[src/rtl/apb_arbiter_if.sv]
// Bundle of the upstream requester buses and the downstream APB3 completer bus
// seen by apb_arbiter. "master" is the arbiter's view; "slave" is its environment.
interface apb_arbiter_if #(
  parameter int NUM_MASTERS    = 2,
  parameter int APB_ADDR_WIDTH = 32
);
  // Upstream requester side
  logic [NUM_MASTERS-1:0]                m_psel_i;
  logic [NUM_MASTERS-1:0]                m_penable_i;
  logic [NUM_MASTERS-1:0]                m_pwrite_i;
  logic [NUM_MASTERS*APB_ADDR_WIDTH-1:0] m_paddr_i;
  logic [NUM_MASTERS*32-1:0]             m_pwdata_i;
  logic [31:0]                           m_prdata_o;
  logic [NUM_MASTERS-1:0]                m_pready_o;
  logic [NUM_MASTERS-1:0]                m_pslverr_o;

  // Downstream completer side
  logic                                  PSEL;
  logic                                  PENABLE;
  logic                                  PWRITE;
  logic [APB_ADDR_WIDTH-1:0]             PADDR;
  logic [31:0]                           PWDATA;
  logic [31:0]                           PRDATA;
  logic                                  PREADY;
  logic                                  PSLVERR;

  // Status
  logic [NUM_MASTERS-1:0]                grant_o;
  logic                                  timeout_o;

  modport master (
    input  m_psel_i, m_penable_i, m_pwrite_i, m_paddr_i, m_pwdata_i,
    output m_prdata_o, m_pready_o, m_pslverr_o,
    output PSEL, PENABLE, PWRITE, PADDR, PWDATA,
    input  PRDATA, PREADY, PSLVERR,
    output grant_o, timeout_o
  );

  modport slave (
    output m_psel_i, m_penable_i, m_pwrite_i, m_paddr_i, m_pwdata_i,
    input  m_prdata_o, m_pready_o, m_pslverr_o,
    input  PSEL, PENABLE, PWRITE, PADDR, PWDATA,
    output PRDATA, PREADY, PSLVERR,
    input  grant_o, timeout_o
  );
endinterface

[src/rtl/apb_arbiter.sv]
// Round-robin arbiter sharing one APB3 completer between NUM_MASTERS requesters.
// Optional ACCESS-phase timeout is enabled by defining APB_ARB_TIMEOUT_EN.
module apb_arbiter #(
  parameter int NUM_MASTERS    = 2,
  parameter int APB_ADDR_WIDTH = 32,
  parameter int TIMEOUT_CYCLES = 255
) (
  input logic           ACLK,
  input logic           ARESETn,
  apb_arbiter_if.master bus
);

  localparam int IDX_W = (NUM_MASTERS > 1) ? $clog2(NUM_MASTERS) : 1;
  localparam logic [IDX_W-1:0] LAST_RST = IDX_W'(NUM_MASTERS - 1);

  typedef enum logic [1:0] {
    IDLE,
    SETUP,
    ACCESS
  } state_e;

  state_e                    state_q, state_d;
  logic [IDX_W-1:0]          last_q, last_d;
  logic [IDX_W-1:0]          owner_q, owner_d;
  logic [NUM_MASTERS-1:0]    grant_q, grant_d;
  logic [APB_ADDR_WIDTH-1:0] paddr_q, paddr_d;
  logic [31:0]               pwdata_q, pwdata_d;
  logic                      pwrite_q, pwrite_d;
  logic                      psel_q, psel_d;
  logic                      penable_q, penable_d;

  logic                      req_any;
  logic [IDX_W-1:0]          winner;
  logic                      in_access;
  logic                      timeout_hit;
  logic                      complete;

  // PENABLE from requesters carries no information the arbiter needs.
  logic unused_penable;
  assign unused_penable = ^bus.m_penable_i;

  assign in_access = (state_q == ACCESS);

  // Search from last+1 upward with wrap; iterating from the far end down lets
  // the closest requester overwrite any farther match.
  always_comb begin
    winner  = '0;
    req_any = 1'b0;
    for (int off = NUM_MASTERS; off >= 1; off--) begin
      if (bus.m_psel_i[(int'(last_q) + off) % NUM_MASTERS]) begin
        winner  = IDX_W'((int'(last_q) + off) % NUM_MASTERS);
        req_any = 1'b1;
      end
    end
  end

`ifdef APB_ARB_TIMEOUT_EN
  logic [15:0] tmo_cnt_q, tmo_cnt_d;

  always_comb begin
    tmo_cnt_d = tmo_cnt_q;
    if (state_q == SETUP) begin
      tmo_cnt_d = '0;
    end else if (in_access && !bus.PREADY) begin
      tmo_cnt_d = tmo_cnt_q + 16'd1;
    end
  end

  always_ff @(posedge ACLK or negedge ARESETn) begin
    if (!ARESETn) begin
      tmo_cnt_q <= '0;
    end else begin
      tmo_cnt_q <= tmo_cnt_d;
    end
  end

  // The counter holds the number of earlier stalled ACCESS cycles, so the limit
  // is reached in the cycle that would be stalled cycle number TIMEOUT_CYCLES.
  assign timeout_hit = in_access && !bus.PREADY &&
                       (tmo_cnt_q == 16'(TIMEOUT_CYCLES - 1));
`else
  assign timeout_hit = 1'b0;
`endif

  assign complete = in_access && (bus.PREADY || timeout_hit);

  always_comb begin
    // NOTE: every signal driven here gets a default first; a path that leaves
    // one unassigned would infer a latch instead of combinational logic.
    state_d   = state_q;
    last_d    = last_q;
    owner_d   = owner_q;
    grant_d   = grant_q;
    paddr_d   = paddr_q;
    pwdata_d  = pwdata_q;
    pwrite_d  = pwrite_q;
    psel_d    = psel_q;
    penable_d = penable_q;

    unique case (state_q)
      IDLE: begin
        if (req_any) begin
          state_d  = SETUP;
          owner_d  = winner;
          grant_d  = NUM_MASTERS'(1) << winner;
          paddr_d  = bus.m_paddr_i[int'(winner)*APB_ADDR_WIDTH +: APB_ADDR_WIDTH];
          pwdata_d = bus.m_pwdata_i[int'(winner)*32 +: 32];
          pwrite_d = bus.m_pwrite_i[winner];
          psel_d   = 1'b1;
        end
      end
      SETUP: begin
        state_d   = ACCESS;
        penable_d = 1'b1;
      end
      ACCESS: begin
        if (complete) begin
          state_d   = IDLE;
          last_d    = owner_q;
          grant_d   = '0;
          psel_d    = 1'b0;
          penable_d = 1'b0;
        end
      end
      default: begin
        state_d   = IDLE;
        grant_d   = '0;
        psel_d    = 1'b0;
        penable_d = 1'b0;
      end
    endcase
  end

  always_ff @(posedge ACLK or negedge ARESETn) begin
    // NOTE: state registers use non-blocking assignment so every flop samples
    // the pre-edge values, independent of statement order.
    if (!ARESETn) begin
      state_q   <= IDLE;
      last_q    <= LAST_RST;
      owner_q   <= '0;
      grant_q   <= '0;
      paddr_q   <= '0;
      pwdata_q  <= '0;
      pwrite_q  <= 1'b0;
      psel_q    <= 1'b0;
      penable_q <= 1'b0;
    end else begin
      state_q   <= state_d;
      last_q    <= last_d;
      owner_q   <= owner_d;
      grant_q   <= grant_d;
      paddr_q   <= paddr_d;
      pwdata_q  <= pwdata_d;
      pwrite_q  <= pwrite_d;
      psel_q    <= psel_d;
      penable_q <= penable_d;
    end
  end

  assign bus.PSEL    = psel_q;
  assign bus.PENABLE = penable_q;
  assign bus.PWRITE  = pwrite_q;
  assign bus.PADDR   = paddr_q;
  assign bus.PWDATA  = pwdata_q;
  assign bus.grant_o = grant_q;

  // Completion is routed to the owner only; a timeout reports as an error.
  assign bus.m_pready_o  = complete ? grant_q : '0;
  assign bus.m_pslverr_o = complete ? (grant_q & {NUM_MASTERS{bus.PSLVERR | timeout_hit}})
                                    : '0;
  assign bus.m_prdata_o  = bus.PRDATA;
  assign bus.timeout_o   = timeout_hit;

endmodule

[src/flat_wrapper.sv]
// flat-port wrapper written by rule: the top's interface ports become plain ports
module apb_arbiter_flat 
#(
  parameter int NUM_MASTERS    = 2,
  parameter int APB_ADDR_WIDTH = 32,
  parameter int TIMEOUT_CYCLES = 255
)
  (ACLK, ARESETn, bus_m_psel_i, bus_m_penable_i, bus_m_pwrite_i, bus_m_paddr_i, bus_m_pwdata_i, bus_m_prdata_o, bus_m_pready_o, bus_m_pslverr_o, bus_PSEL, bus_PENABLE, bus_PWRITE, bus_PADDR, bus_PWDATA, bus_PRDATA, bus_PREADY, bus_PSLVERR, bus_grant_o, bus_timeout_o);
  apb_arbiter_if #(.NUM_MASTERS(NUM_MASTERS), .APB_ADDR_WIDTH(APB_ADDR_WIDTH)) bus_i ();
  input logic ACLK;
  input logic ARESETn;
  input wire logic [$bits(bus_i.m_psel_i)-1:0] bus_m_psel_i;
  input wire logic [$bits(bus_i.m_penable_i)-1:0] bus_m_penable_i;
  input wire logic [$bits(bus_i.m_pwrite_i)-1:0] bus_m_pwrite_i;
  input wire logic [$bits(bus_i.m_paddr_i)-1:0] bus_m_paddr_i;
  input wire logic [$bits(bus_i.m_pwdata_i)-1:0] bus_m_pwdata_i;
  output wire logic [$bits(bus_i.m_prdata_o)-1:0] bus_m_prdata_o;
  output wire logic [$bits(bus_i.m_pready_o)-1:0] bus_m_pready_o;
  output wire logic [$bits(bus_i.m_pslverr_o)-1:0] bus_m_pslverr_o;
  output wire logic [$bits(bus_i.PSEL)-1:0] bus_PSEL;
  output wire logic [$bits(bus_i.PENABLE)-1:0] bus_PENABLE;
  output wire logic [$bits(bus_i.PWRITE)-1:0] bus_PWRITE;
  output wire logic [$bits(bus_i.PADDR)-1:0] bus_PADDR;
  output wire logic [$bits(bus_i.PWDATA)-1:0] bus_PWDATA;
  input wire logic [$bits(bus_i.PRDATA)-1:0] bus_PRDATA;
  input wire logic [$bits(bus_i.PREADY)-1:0] bus_PREADY;
  input wire logic [$bits(bus_i.PSLVERR)-1:0] bus_PSLVERR;
  output wire logic [$bits(bus_i.grant_o)-1:0] bus_grant_o;
  output wire logic [$bits(bus_i.timeout_o)-1:0] bus_timeout_o;
  assign bus_i.m_psel_i = bus_m_psel_i;
  assign bus_i.m_penable_i = bus_m_penable_i;
  assign bus_i.m_pwrite_i = bus_m_pwrite_i;
  assign bus_i.m_paddr_i = bus_m_paddr_i;
  assign bus_i.m_pwdata_i = bus_m_pwdata_i;
  assign bus_m_prdata_o = bus_i.m_prdata_o;
  assign bus_m_pready_o = bus_i.m_pready_o;
  assign bus_m_pslverr_o = bus_i.m_pslverr_o;
  assign bus_PSEL = bus_i.PSEL;
  assign bus_PENABLE = bus_i.PENABLE;
  assign bus_PWRITE = bus_i.PWRITE;
  assign bus_PADDR = bus_i.PADDR;
  assign bus_PWDATA = bus_i.PWDATA;
  assign bus_i.PRDATA = bus_PRDATA;
  assign bus_i.PREADY = bus_PREADY;
  assign bus_i.PSLVERR = bus_PSLVERR;
  assign bus_grant_o = bus_i.grant_o;
  assign bus_timeout_o = bus_i.timeout_o;
  apb_arbiter #(.NUM_MASTERS(NUM_MASTERS), .APB_ADDR_WIDTH(APB_ADDR_WIDTH), .TIMEOUT_CYCLES(TIMEOUT_CYCLES)) u_core (.ACLK(ACLK), .ARESETn(ARESETn), .bus(bus_i));
endmodule
[config.mk]
export PLATFORM = sky130hd
export DESIGN_NAME = apb_arbiter_flat
export DESIGN_NICKNAME = d
export VERILOG_FILES = /design/src/rtl/apb_arbiter_if.sv /design/src/rtl/apb_arbiter.sv /design/src/flat_wrapper.sv
export SDC_FILE = /design/constraint.sdc
export NUM_CORES = 1
export LEC_CHECK = 0
export ABC_AREA = 1
export BUFFER_PORTS_ARGS = -buffer_cell sky130_fd_sc_hd__buf_2
export CAP_MARGIN = 10
export CORE_AREA = 2 2 107 109
export CTS_BUF_LIST = sky130_fd_sc_hd__clkbuf_8
export CTS_CLUSTER_SIZE = 40
export DETAILED_ROUTE_END_ITERATION = 6
export DIE_AREA = 0 0 109 111
export PLACE_DENSITY = 0.71
export REMOVE_ABC_BUFFERS = 1
export SETUP_SLACK_MARGIN = 0.05
export SKIP_LAST_GASP = 1
export SYNTH_ARGS = -nofsm -noshare
export SYNTH_HDL_FRONTEND = slang
export SYNTH_SLANG_ARGS = --single-unit
[constraint.sdc]
create_clock -name ACLK -period 1.3 [get_ports ACLK]
set_input_delay 0.195 -clock ACLK [delete_from_list [all_inputs] [get_ports ACLK]]
set_output_delay 0.195 -clock ACLK [all_outputs]
set_load 0.05 [all_outputs]
# Word-level counts from Yosys, hierarchy flattened
# Cells that the tools add are included.
[totals] ff_bits=73 latch_bits=0 ramBits=0 rom_bits=0 input_bits=170 output_inout_bits=106 wordCells=56 n_memories=0
[op_classes] addsub=2 mul=0 n_div=0 n_lt_le_gt_ge=3 n_eq_ne=4 shifts=3 mux=23 bitwise_logic=5 reduce_logical=7
[op_table] op="$shiftx A64 B7 Y32" n=2
[op_table] op="$mux W1" n=14
[op_table] op="$pmux W2 S3" n=2
[op_table] op="$mux W2" n=5
[op_table] op="$reduce_and A2 Y1" n=4
[op_table] op="$lt A2 B3 Y1 const B" n=2
[op_table] op="$pmux W1 S3" n=2
[op_table] op="$reduce_and A3 Y1" n=1
[op_table] op="$add A1 B1 Y1 const B" n=2
[op_table] op="$and A1 B1 Y1 const A" n=2
[op_table] op="$and A2 B2 Y2" n=1
[op_table] op="$eq A2 B1 Y1 const B" n=1
[op_table] op="$eq A2 B2 Y1 const B" n=1
[op_table] op="$logic_not A2 Y1" n=1
[op_table] op="$lt A1 B2 Y1 const B" n=1
[op_table] op="$ne A2 B1 Y1 const B" n=1
[op_table] op="$ne A2 B2 Y1 const B" n=1
[op_table] op="$not A1 Y1" n=2
[op_table] op="$shl A1 B1 Y2 const A" n=1
[op_table] op="$logic_and A1 B1 Y1" n=1

# Depth between registers and ports, before layout
[depth] word_depth=10 depth_mapped=9 mapped_depth_nobuf=7

# Least setup slack after synthesis
# Ideal clock, no wire load.
[synth_path] kind="reg-to-output" startpoint="register u_core.grant_q[0] (netlist: u_core.bus.grant_o[0])" endpoint="output bus_m_pslverr_o[0]" arrival_ns=1.842 required_ns=1.105 slack_ns=-0.737 stages_incl_launch_ff=3 n_path_buf=0 path_cell_list="dfrtp_1 -> inv_1 -> nor3_1"
[synth_via] elab_chain_cells=2
[synth_lines] element="start: declaration" line="apb_arbiter.sv:25" source="logic [NUM_MASTERS-1:0] grant_q, grant_d;"
[synth_lines] element="start signal: assignment" line="apb_arbiter.sv:151" source="grant_q <= grant_d;"
[synth_lines] element="$and A2 B2 Y2" line="apb_arbiter.sv:169" source="assign bus.m_pslverr_o = complete ? (grant_q & {NUM_MASTERS{bus.PSLVERR | timeout_hit}})"
[synth_lines] element="$mux W2" line="apb_arbiter.sv:169"
[synth_lines] element="end: declaration" line="flat_wrapper.sv:19" source="output wire logic [$bits(bus_i.m_pslverr_o)-1:0] bus_m_pslverr_o;"
# No other way between the ends.

# Worst setup path after layout
[layout_path] startpoint="register u_core.last_q" endpoint="register u_core.pwdata_q[7] (netlist: u_core.bus.PWDATA[7])"
[layout_via] elab_chain_cells=7 elab_cells_between_ends=14 classes_between="2 x add/sub; 1 x shift; 10 x mux; 1 x reduce/logical"
[layout_lines] element="start: declaration" line="apb_arbiter.sv:23" source="logic [IDX_W-1:0] last_q, last_d;"
[layout_lines] element="start signal: assignment" line="apb_arbiter.sv:149" source="last_q <= last_d;"
[layout_lines] element="$add A1 B1 Y1" line="apb_arbiter.sv:50, apb_arbiter.sv:51"
[layout_lines] element="$mux W1 (implied by the code) (3 in a row)" line="apb_arbiter.sv:50" source="if (bus.m_psel_i[(int'(last_q) + off) % NUM_MASTERS]) begin"
[layout_lines] element="$mux W1 (2 in a row)" line="apb_arbiter.sv:50"
[layout_lines] element="$shiftx A64 B7 Y32 or $reduce_and A2 Y1 (tied branches)"
[layout_lines] element="end signal: assignment" line="apb_arbiter.sv:153" source="pwdata_q <= pwdata_d;"
[layout_lines] element="end: declaration" line="apb_arbiter.sv:27" source="logic [31:0] pwdata_q, pwdata_d;"
# Several ways; a longest one is shown, not always the timed one. The select of a mux whose other input is x is not followed.
# A chain may end at the register's enable or synchronous reset.

==> metrics <==
DRC 0; PnR worst setup slack -0.175 ns; status complete, but fails checks; Final Max Tran Viols 0; DR vias 4111; number of port buffers 208; TritonCTS Buffers 9; Post-Synth XOR/XNOR Area 0; Final Wtd Congestion 0.763; row cnt 39; Layout area overhead 49.6%; Final Util 0.535; Initial Util 0.357; maximum level of the CTS H-tree 3; largest family of logic cells by synthesized area simple AND/OR/NAND/NOR gates; top cells by area, synth dfrtp_1 (46%), nand2_1 (39%), buf_4 (8.2%); FF/Latch Area 0.00183 sq mm; Mapped Cells 574; Final min period 1.47 ns; post-synthesis simple-gate area fraction 0.406; pre-CTS setup slack -0.106 ns; Tightest Hold Check Type in -> reg; Starting DRT DRC Count 166; clk slew on worst S/H paths 0.08 ns; die height 111 microns; overall power 0.0160 W; Fin. Hold Viols 0; synth warn 0; Post-Route WL ~13000 microns; Routed Antenna Nets 0; CTS sink cnt 73; Leak 3.64 nW; first-pass GRT wire length 19400 microns; RSZ-0062 raised after global routing true; worst-path maximum fanout 30; Design Area, Final 0.00592 sq mm; Max VDD drop 1.47 mV; complex-gate fraction of the synthesized area 0.00601; largest net degree at the start of global routing 74; Layout Skew 0.00854 ns; 1st-pass router iterations 7; final number of setup-violating endpoints 73; area occupied by multi-input gates 0.00205 sq mm; CTS max path bufs 2; PD cells roughly 2700 mW/mm^2; reg2reg path depth 8; Synth Area in Adders 0; Fillers between 1000 and 1500; io pins between 200 and 300; CP arrival 1.71 ns; placed standard-cell area approximately 0.005 sq mm; Total GRT Usage 0.212; die area 0.0121 sq mm; TritonCTS clock tree built; Root Buffer clkbuf_8; Skew-Pair Late Insertion Delay about 0.35 ns; fin crit share 1.13; hold depth 5; type of the worst setup path reg -> reg; die width ~110 microns; f_max 678 MHz; failing checks setup timing; Core Box Area 0.0111 sq mm; Critical Path RT between 1.5 and 2 ns; antenna violations before repair 0; Post-Layout Cell Count 916; mux contribution to synthesized area 0; register area share after synthesis 0.462; dpl cells 881; maximum capacitance violations 0; top cell type by total area after synthesis dfrtp_1; crit path launch type flop; area of the mapped netlist 0.00396 sq mm; Mapped Avg Cell Area between 6 and 7 sq um; Post-DP HPWL 8820 microns; Worst setup EP type flop; grt total ovfl 0; Yosys reg bits 73; # nets final about 940; layout cells sized above 1 0.470; number of vias per cell 4.49; DR WL/cell ~15 microns; number of global-route vias before repair 3862; ant diodes 0; Distinct cells, synth 19; post-synth top area share 0.455
[logic make-up after synthesis]
| family | after synthesis |
|---|---|
| and+or+nand+nor | 421 |
| buffers and inverters | 75 |
| DFF | 73 |
| AOI/OAI and AO/OA | 4 |
| other | 1 |
[registers in the layout, indices dropped and copies added (netlist names)]
| name | flops |
|---|---|
| u_core.bus.PADDR | 32 |
| u_core.bus.PENABLE | 1 |
| u_core.bus.PSEL | 1 |
| u_core.bus.PWDATA | 32 |
| u_core.bus.PWRITE | 1 |
| u_core.bus.grant_o | 2 |
| u_core.last_q | 1 |
| u_core.owner_q | 1 |
| u_core.state_q | 2 |
[cells in the mapped netlist]
library cell and n:
dfrtp_1 72, o21ai_0 1, o21ai_1 1, nor2_1 3, nor2_2 2, inv_1 12
inv_2 2, o21ai_2 1, buf_2 13, nand2_2 2, conb_1 1, nand3_1 4
buf_4 43, buf_6 5, nor3_1 2, dfstp_2 1, nor2_4 1, a21oi_1 1
nand2_1 407
[path summary, 6_finish.rpt]
| path | slack (ns) | start | endpoint |
|---|---|---|---|
| worst min-delay path | 0.14 | bus_m_paddr_i[33] | u_core.bus.PADDR[1] |
| max in group asynchronous | 0.55 | ARESETn | u_core.bus.PWDATA[7] |
| worst max register to register | -0.17 | u_core.last_q | u_core.bus.PWDATA[7] |
| min in group asynchronous | 0.38 | ARESETn | u_core.bus.PWDATA[2] |
| worst min register to register | 0.48 | u_core.bus.PWDATA[0] | u_core.bus.PWDATA[0] |
| worst max-delay path | -0.17 | u_core.last_q | u_core.bus.PWDATA[7] |
[cells in the final DEF, fill, tap and decap left out]
| cell | instances |
|---|---|
| nand3_4 | 1 |
| dlygate4sd3_1 | 1 |
| buf_12 | 9 |
| nor3_2 | 2 |
| nand2_2 | 63 |
| o21ai_0 | 1 |
| nor2_2 | 1 |
| buf_6 | 12 |
| clkinv_2 | 3 |
| o21ai_4 | 1 |
| nand3_1 | 3 |
| buf_4 | 9 |
| dfstp_2 | 1 |
| nand2_4 | 29 |
| buf_16 | 3 |
| conb_1 | 1 |
| clkinvlp_4 | 1 |
| nor2_4 | 3 |
| o21ai_2 | 1 |
| clkbuf_8 | 10 |
| clkbuf_16 | 4 |
| a21oi_1 | 1 |
| buf_2 | 203 |
| inv_4 | 1 |
| nand2_1 | 317 |
| dfrtp_1 | 72 |
| nor2_1 | 2 |
| clkinv_4 | 1 |
| inv_1 | 12 |
| buf_8 | 3 |
| inv_2 | 2 |
[layer usage]
metal  GRT usage  part of all wire  wire, microns  up-vias
met5      0.0446            0.0050             67        -
met4      0.0675             0.012            167        2
met3      0.0976              0.11           1420       17
met2       0.310              0.44           5990      176
met1       0.273              0.43           5840     1852
li1            -                 -              -     2064
[cell type report]
class,instances,share of cell area
tap,143,0.0302
multi-input combinational,426,0.346
clock buffer,10,0.0232
timing repair buffer,244,0.276
inverter,14,0.00930
sequential,73,0.309
clock inverter,6,0.00592
[worst max-delay path, cell delays in order (launching register included)]
cell and delay, ns:
dfstp_2 0.59, nand2_4 0.08, nand2_4 0.09, buf_6 0.10, o21ai_4 0.06, buf_4 0.14, buf_12 0.15, nand2_1 0.09
nand2_2 0.05
[through the flow]
step / hold slack [ns] / setup TNS, ns
after floorplan: -0.101 / -60.26
after global placement: 0.242 / -2.80
after detailed placement: 0.243 / -3.56
after CTS: 0.108 / -6.02
after global routing: 0.149 / -14.31
final: 0.140 / -9.65
[power by group]
part / switching (W) / internal, W / leakage [nW] / total, W
clock: 0.000868 / 0.000732 / 0.0932 / 0.00160
combinational: 0.00720 / 0.00328 / 2.64 / 0.0105
sequential: 0.000577 / 0.00337 / 0.907 / 0.00394
total: 0.00865 / 0.00738 / 3.64 / 0.0160
[what timing repair did]
action                                  CTS  global route
endpoints found under the setup margin   73            74
gates cloned                              4             5
hold buffers                              1             0
buffers inserted                          6             3
hold endpoints to repair                 72             0
pin swaps                                40            60
gates resized for setup                  62            98
(Power assumes the default switching activity.)
